### config.mk
export PLATFORM = sky130hd
export DESIGN_NAME = alu_mc
export DESIGN_NICKNAME = d
export VERILOG_FILES = /design/src/rtl/alu_mc.sv
export SDC_FILE = /design/constraint.sdc
export NUM_CORES = 1
export LEC_CHECK = 0
export CORE_ASPECT_RATIO = 1.1
export CORE_MARGIN = 2
export CORE_UTILIZATION = 55
export DETAILED_ROUTE_END_ITERATION = 8
export GPL_TIMING_DRIVEN = 0
export PLACE_DENSITY = 0.81
export RECOVER_POWER = 25
export SYNTH_ARGS = -nofsm -noshare
export SYNTH_HDL_FRONTEND = slang
export SYNTH_SLANG_ARGS = --single-unit
### constraint.sdc
create_clock -name clk -period 5.18 [get_ports clk]
set_input_delay 1.036 -clock clk [delete_from_list [all_inputs] [get_ports clk]]
set_output_delay 1.036 -clock clk [all_outputs]
set_load 0.005 [all_outputs]
### src/rtl/alu_mc.sv
// rtl/alu_mc.sv - multi-cycle ALU: single-cycle logic/arith ops, iterative MUL/DIVU/REMU
// Results are registered and framed by a start/busy/done handshake.
module alu_mc #(
  parameter int DATA_WIDTH = 32,
  parameter int CTRLSIG    = 3
) (
  input  logic                  clk,
  input  logic                  rst,
  input  logic                  start,
  input  logic [CTRLSIG-1:0]    ALUctrl,
  input  logic [DATA_WIDTH-1:0] ALUop1,
  input  logic [DATA_WIDTH-1:0] ALUop2,
  output logic [DATA_WIDTH-1:0] ALUout,
  output logic                  EQ,
  output logic                  busy,
  output logic                  done
);

  localparam int CW = $clog2(DATA_WIDTH + 1);

  localparam logic [CTRLSIG-1:0] OP_ADD  = 3'b000;
  localparam logic [CTRLSIG-1:0] OP_SUB  = 3'b001;
  localparam logic [CTRLSIG-1:0] OP_AND  = 3'b010;
  localparam logic [CTRLSIG-1:0] OP_OR   = 3'b011;
  localparam logic [CTRLSIG-1:0] OP_SLT  = 3'b100;
  localparam logic [CTRLSIG-1:0] OP_MUL  = 3'b101;
  localparam logic [CTRLSIG-1:0] OP_DIVU = 3'b110;
  localparam logic [CTRLSIG-1:0] OP_REMU = 3'b111;

  typedef enum logic [1:0] {IDLE, RUN, DONE} state_t;

  state_t                  state, state_n;
  logic [CTRLSIG-1:0]      op_q;
  logic [CW-1:0]           cnt;
  logic                    eq_cap;
  // acc: product accumulator (MUL) or partial remainder (DIVU/REMU)
  // mq:  multiplier (MUL) or dividend shifting out / quotient shifting in
  // mcand: multiplicand (shifted left each step) or divisor
  logic [DATA_WIDTH-1:0]   acc, mq, mcand;
  logic [DATA_WIDTH-1:0]   acc_n, mq_n, mcand_n;
  logic [DATA_WIDTH:0]     trial;
  logic [DATA_WIDTH-1:0]   quick;
  logic                    is_long;

  assign busy = (state != IDLE);
  assign done = (state == DONE);

  always_ff @(posedge clk or posedge rst) begin
    if (rst) state <= IDLE;
    else     state <= state_n;
  end

  always_comb begin
    state_n = state;
    case (state)
      IDLE:    if (start) state_n = is_long ? RUN : DONE;
      RUN:     if (cnt == CW'(1)) state_n = DONE;
      DONE:    state_n = IDLE;
      default: state_n = IDLE;
    endcase
  end

  always_comb begin
    quick   = '0;
    is_long = 1'b0;
    case (ALUctrl)
      OP_ADD:  quick = ALUop1 + ALUop2;
      OP_SUB:  quick = ALUop1 - ALUop2;
      OP_AND:  quick = ALUop1 & ALUop2;
      OP_OR:   quick = ALUop1 | ALUop2;
      OP_SLT:  quick = {{(DATA_WIDTH-1){1'b0}}, ($signed(ALUop1) < $signed(ALUop2))};
      OP_MUL, OP_DIVU, OP_REMU: is_long = 1'b1;
      default: quick = '0;
    endcase
  end

  // One shift-add or restoring-division step; trial is one bit wider so the
  // shifted remainder cannot overflow before the compare.
  always_comb begin
    acc_n   = acc;
    mq_n    = mq;
    mcand_n = mcand;
    trial   = {acc, mq[DATA_WIDTH-1]} - {1'b0, mcand};
    if (op_q == OP_MUL) begin
      acc_n   = mq[0] ? (acc + mcand) : acc;
      mq_n    = mq >> 1;
      mcand_n = mcand << 1;
    end else begin
      acc_n = trial[DATA_WIDTH] ? {acc[DATA_WIDTH-2:0], mq[DATA_WIDTH-1]}
                                : trial[DATA_WIDTH-1:0];
      mq_n  = {mq[DATA_WIDTH-2:0], ~trial[DATA_WIDTH]};
    end
  end

  always_ff @(posedge clk or posedge rst) begin
    if (rst) begin
      op_q   <= '0;
      cnt    <= '0;
      eq_cap <= 1'b0;
      acc    <= '0;
      mq     <= '0;
      mcand  <= '0;
      ALUout <= '0;
      EQ     <= 1'b0;
    end else begin
      case (state)
        IDLE: begin
          if (start) begin
            op_q   <= ALUctrl;
            eq_cap <= (ALUop1 == ALUop2);
            if (is_long) begin
              cnt <= CW'(DATA_WIDTH);
              acc <= '0;
              if (ALUctrl == OP_MUL) begin
                mq    <= ALUop2;
                mcand <= ALUop1;
              end else begin
                mq    <= ALUop1;
                mcand <= ALUop2;
              end
            end else begin
              ALUout <= quick;
              EQ     <= (ALUop1 == ALUop2);
            end
          end
        end
        RUN: begin
          acc   <= acc_n;
          mq    <= mq_n;
          mcand <= mcand_n;
          cnt   <= cnt - CW'(1);
          if (cnt == CW'(1)) begin
            ALUout <= (op_q == OP_DIVU) ? mq_n : acc_n;
            EQ     <= eq_cap;
          end
        end
        default: ;
      endcase
    end
  end

endmodule

# Word level (Yosys, flattened, before mapping)
# Cells that the tools add are included.
op_classes:
  magnitude_cmp: 1
  n_addsub: 5
  reduce_logical: 10
  n_mux: 34
  bitwise: 3
  eq_ne: 18
ops:
  columns: ["op", "count"]
  rows:
  - ["$mux W32", 17]
  - ["$pmux W32 S2", 4]
  - ["$pmux W32 S5", 1]
  - ["$add A32 B32 Y32", 2]
  - ["$sub A33 B32 Y33", 1]
  - ["$and A32 B32 Y32", 1]
  - ["$eq A32 B32 Y1", 1]
  - ["$lt A32 B32 Y1", 1]
  - ["$or A32 B32 Y32", 1]
  - ["$sub A32 B32 Y32", 1]
  - ["$eq A3 B3 Y1 const B", 6]
  - ["$mux W6", 2]
  - ["$pmux W6 S2", 1]
  - ["$ne A2 B2 Y1 const B", 5]
  - ["$reduce_and A4 Y1", 2]
  - ["$eq A3 B2 Y1 const B", 2]
  - ["$eq A6 B1 Y1 const B", 1]
  - ["$mux W2", 3]
  - ["$sub A6 B1 Y6 const B", 1]
  - ["$mux W1", 4]
  - ["$pmux W2 S2", 1]
  - ["$reduce_and A2 Y1", 2]
  - ["$reduce_bool A2 Y1", 2]
  - ["$eq A3 B1 Y1 const B", 1]
  - ["other kinds (8)", 8]
totals:
  out_inout_bits: 35
  word_cells: 80
  reg_bits: 141

# Depth between registers and ports, before layout
logic_depth:
  word_depth: 6
  mapped_depth: 18
  depth_no_buf: 15

# Worst setup path before layout
# Ideal clock, no wire load.
synth_path:
  path_kind: "input to register"
  from: "in ALUop1[6]"
  to: "reg ALUout[30]"
  slack_ns: 1.207
  stages: 14
  t_required_ns: 5.051
  t_arrival_ns: 3.845
  cell_sequence: "inv_1 ha_1 buf_2 nor2b_1 o21ai_0 a21oi_1 a211oi_1 o21bai_1 a211o_1 a2111o_1 xnor2_1 a21oi_1 a21oi_1 a2111o_1"
synth_via:
  elab_chain_cells: 5
  elab_cells_between_ends: 6
  classes_between: "add/sub (2); mux (4)"
synth_rtl:
  columns: ["item", "line", "source"]
  rows:
  - ["start, declared", "11", "input logic [DATA_WIDTH-1:0] ALUop1,"]
  - ["$sub A32 B32 Y32 or $add A32 B32 Y32 (tied branches)", "68, 67", null]
  - ["$pmux W32 S5 *", "66", "case (ALUctrl)"]
  - ["$mux W32 *", "111", "if (is_long) begin"]
  - ["$mux W32 *", "108", "if (start) begin"]
  - ["$pmux W32 S2 *", "106", "case (state)"]
  - ["end signal, assigned", "122", "ALUout <= quick;"]
  - ["end signal, assigned", "133", "ALUout <= (op_q == OP_DIVU) ? mq_n : acc_n;"]
  - ["end, declared", "13", "output logic [DATA_WIDTH-1:0] ALUout,"]
# Every way passes the cells marked *; elsewhere a longest branch is shown, timed or not. The select of a mux whose other input is x is not followed.
# A chain may end at the register's enable or synchronous reset.

# Worst setup path in the final report
layout_path:
  from: "in ALUctrl[0]"
  to: "reg ALUout[8]"
layout_via:
  elab_chain_cells: 5
  elab_cells_between_ends: 16
  classes_between: "eq/ne (8); mux (5); reduce/logical (3)"
layout_rtl:
  columns: ["item", "line", "source"]
  rows:
  - ["start, declared", "10", "input logic [CTRLSIG-1:0] ALUctrl,"]
  - ["$eq A3 B3 Y1 (tied with other cells)", "66", null]
  - ["$pmux W32 S5 or $reduce_or A3 Y1 (tied branches)", "66", null]
  - ["$mux W32 or $mux W1 (tied branches)", "111, 66", null]
  - ["$mux W32 or $ne A2 B2 Y1 (tied branches)", null, null]
  - ["$pmux W32 S2 or $reduce_and A4 Y1 (tied branches)", null, null]
# Parallel ways exist; a longest one is shown, timed or not. The select of a mux whose other input is x is not followed.

==> impl_metrics.json <==
{
  "setup_viol": 2,
  "p_int_mw": 5.35,
  "clock_skew_ns": 0.00809,
  "r2r_slack_ns": 0.57,
  "async_reset_ff_share_pct": 100,
  "drtIter0Drc": 2158,
  "failed_checks": "capacitance limit, slew limit, setup timing",
  "die_w_um": 167,
  "grt_busiest_layer": "met2",
  "post_drt_wl_per_cell_um": 24.1,
  "pwr_density_cell_nw_per_um2": 620,
  "synth_cell_type_count": 81,
  "p_switching_mw": 6.01,
  "ios": 105,
  "dr.pass1.iters": 6,
  "grt_usage_pct": 41.8,
  "fin_crit_ns": 5.20,
  "start_util_pct": 56.1,
  "syn_inst": 2159,
  "max_freq_ghz": 0.192,
  "cap_violations": 2,
  "fin_crit_sh_pct": 100,
  "synth_top_cell_by_area": "dfrtp_1",
  "clock_latency_ns": 0.43,
  "worstSetupEndpointType": "register",
  "grt_max_degree": 91,
  "critical_path_class": "in -> reg",
  "port-buffer-count": 104,
  "rows": 65,
  "required_ns": 5.51,
  "critPathTopFamily": "buffers and inverters",
  "grt_pass1_wl_mm": 98.9,
  "path_cells": "clkdlybuf4s50_1 > clkbuf_1 > nor3_1 > clkbuf_1 > clkbuf_1 > buf_1 > nand3_1 > o2111ai_1 > o21ai_0 > o211ai_1",
  "synth_flop_cell": "dfrtp_1",
  "fin_cells": 2665,
  "die_h_um": 184,
  "max-vdd-ir-drop_mv": 0.343,
  "yosysMostFrequentCell": "nor2_1",
  "cp.buffers_inverters": 5,
  "pwr-share-clk_pct": 11.4,
  "synth-seq-cells": 141,
  "holdWs_ns": 0.474,
  "gr-total-overflow": 0,
  "place_inst": 2632,
  "root_buffer": "clkbuf_16",
  "seqPwrFrac_pct": 19.7,
  "drive_gt1_share_pct": 3.61,
  "hold_viol_final": 0,
  "synth-edff-count": 0,
  "syn_area_sq_um": 16200,
  "cpPeakStageDelay_ns": 0.80,
  "whs_path_depth": 2,
  "die-area_sq_um": 30800,
  "slowest_stage": "buf_1",
  "slew_violations": 144,
  "cts_max_level": 4,
  "clock_path_buffers": 2,
  "cts_tree": "built",
  "synthTopCellsByArea": "dfrtp_1, ha_1, a21oi_1, nor2_1, o21ai_0",
  "ant_nets": 0,
  "slew_headroom_pct": -53.5,
  "seqCellArea_sq_um": 3530,
  "grt_pass1_vias": 17500,
  "drc": 0,
  "synth_common_cells": "nor2_1, a21oi_1, nand2_1",
  "clkSlewWorstSetupHoldPaths_ns": 0.06,
  "yosys.area.top_type_share_pct": 21.8,
  "grtUsageMet3_pct": 7.43,
  "cp_common_cell": "clkbuf_1",
  "fin_ws_ns": -0.0182,
  "cp.arrival_ns": 5.53,
  "gp_congestion": 1.02,
  "rsz0062_at_grt": "true",
  "antennaDiodeCount": 0,
  "fin_nets": 2534,
  "fill_cells": 2635,
  "yosysSeqAreaShare_pct": 21.8,
  "placed_cell_area_sq_um": 17700,
  "cts_made_buffers": 17,
  "hpwl_mm": 50.9,
  "multiInputGateArea_sq_um": 11600,
  "core_area_sq_um": 28800,
  "outcome": "finished, violations left",
  "start_kind": "input port",
  "worst_pin_slew_ns": 2.29,
  "p_leak_nw": 8.28,
  "antenna_found_initial": 1,
  "routed_wl_mm": 64.4,
  "cts_sinks": 141,
  "yosysWarningCount": 0,
  "vias": 17800,
  "final_area_sq_um": 18300,
  "avgSynthCellArea_sq_um": 7.49,
  "fin_total_pwr_mw": 11.4,
  "synth_nets": 2409,
  "swShare_pct": 52.9,
  "drt-vias-per-instance": 6.70,
  "worstRegToRegCells": 16,
  "hp-class": "reg -> reg",
  "grtUsageMet1_pct": 51.4,
  "hold_buffers": 0,
  "areaGrowthSynthToFinish_pct": 13.5,
  "path_depth": 10,
  "power_frac_comb_pct": 69.0,
  "globalRouteMet2Util_pct": 66.7,
  "cp_max_fo": 10
}
[flip-flops by register name (all words and copies together) (netlist names)]
register / cells
cnt: 6
op_q: 3
mq: 32
eq_cap: 1
ALUout: 32
EQ: 1
acc: 32
state: 2
mcand: 32
[cell type report]
cell class,instances,area share (%)
inverter,136,2.79
tap,368,2.51
buffer,138,3.02
clock inverter,13,0.894
clock buffer,19,2.47
sequential,141,19.2
timing repair buffer,106,5.74
multi-input combinational,1744,63.3
[what timing repair did]
action,CTS,global route
pin swaps,0,1
setup buffers,0,1
setup endpoints to repair,6,8
gates resized for setup,4,8
[per-layer routing]
metal	up-vias	part of all wire [%]
met2	1147	44
met3	270	9.4
met5	-	0
met4	0	7.8
met1	8317	39
li1	8112	-
[path summary, 6_finish.rpt]
kind / from / to
worst max register to register: mq[31]$_DFFE_PP0P_ / ALUout[22]$_DFFE_PP0P_
worst min register to register: ALUout[0]$_DFFE_PP0P_ / ALUout[0]$_DFFE_PP0P_
worst min-delay path: ALUout[0]$_DFFE_PP0P_ / ALUout[0]$_DFFE_PP0P_
worst max-delay path: ALUctrl[0] / ALUout[8]$_DFFE_PP0P_
max in group asynchronous: rst / mcand[28]$_DFFE_PP0P_
min in group asynchronous: rst / acc[2]$_DFFE_PP0P_
[through the flow]
stage	setup TNS, ns	worst slack [ns]	utilization, %
after floorplan	0	0.363	-
after global placement	-214.82	-1.50	61.4
final	-0.0247	-0.0182	63.7
after global routing	-0.0114	-0.0114	63.7
after detailed placement	-5.24	-0.716	61.5
after CTS	0	0.0278	63.7
[placed cells by master (no fill, tap or decap), drive strengths merged, types with 57 or more instances in the layout]
master         instances
nor2                 241
a21oi                240
nand2                206
o21ai                191
ha                   176
dfrtp                141
clkbuf               139
inv                  136
clkdlybuf4s50        103
a221oi                57
[worst register-to-register path: cells and delay by family, from the launching register on]
family / cells / cell delay (ns)
AO/OA/AOI/OAI: 7 / 2.08
adder cells (fa/ha/maj): 2 / 0.67
buffers and inverters: 5 / 1.00
flip-flops: 1 / 0.42
multiplexers: 1 / 0.18
AND/OR/NAND/NOR: 1 / 0.11
[cell families (layout without fill, tap and decap cells)]
kind of cell    Yosys count  count (layout)  share of synthesized area [%]
simple gates            613             613                           16.7
mux                      60              60                           3.79
buf+inv                 274             412                           6.57
xor+xnor                 70              70                           3.79
compound gates          821             821                           33.2
fa+ha+maj               180             180                           14.1
flops                   141             141                           21.8
[power groups by stage]
stage               Combinational (mW)  Clock, mW  Sequential [mW]
floorplan                         5.34          0             1.97
global placement                  7.37          0             2.18
detailed placement                7.52          0             2.19
CTS                               7.61       1.28             2.18
global route                      8.52       1.34             2.27
finish                            7.84       1.29             2.23
(Power assumes the default switching activity.)
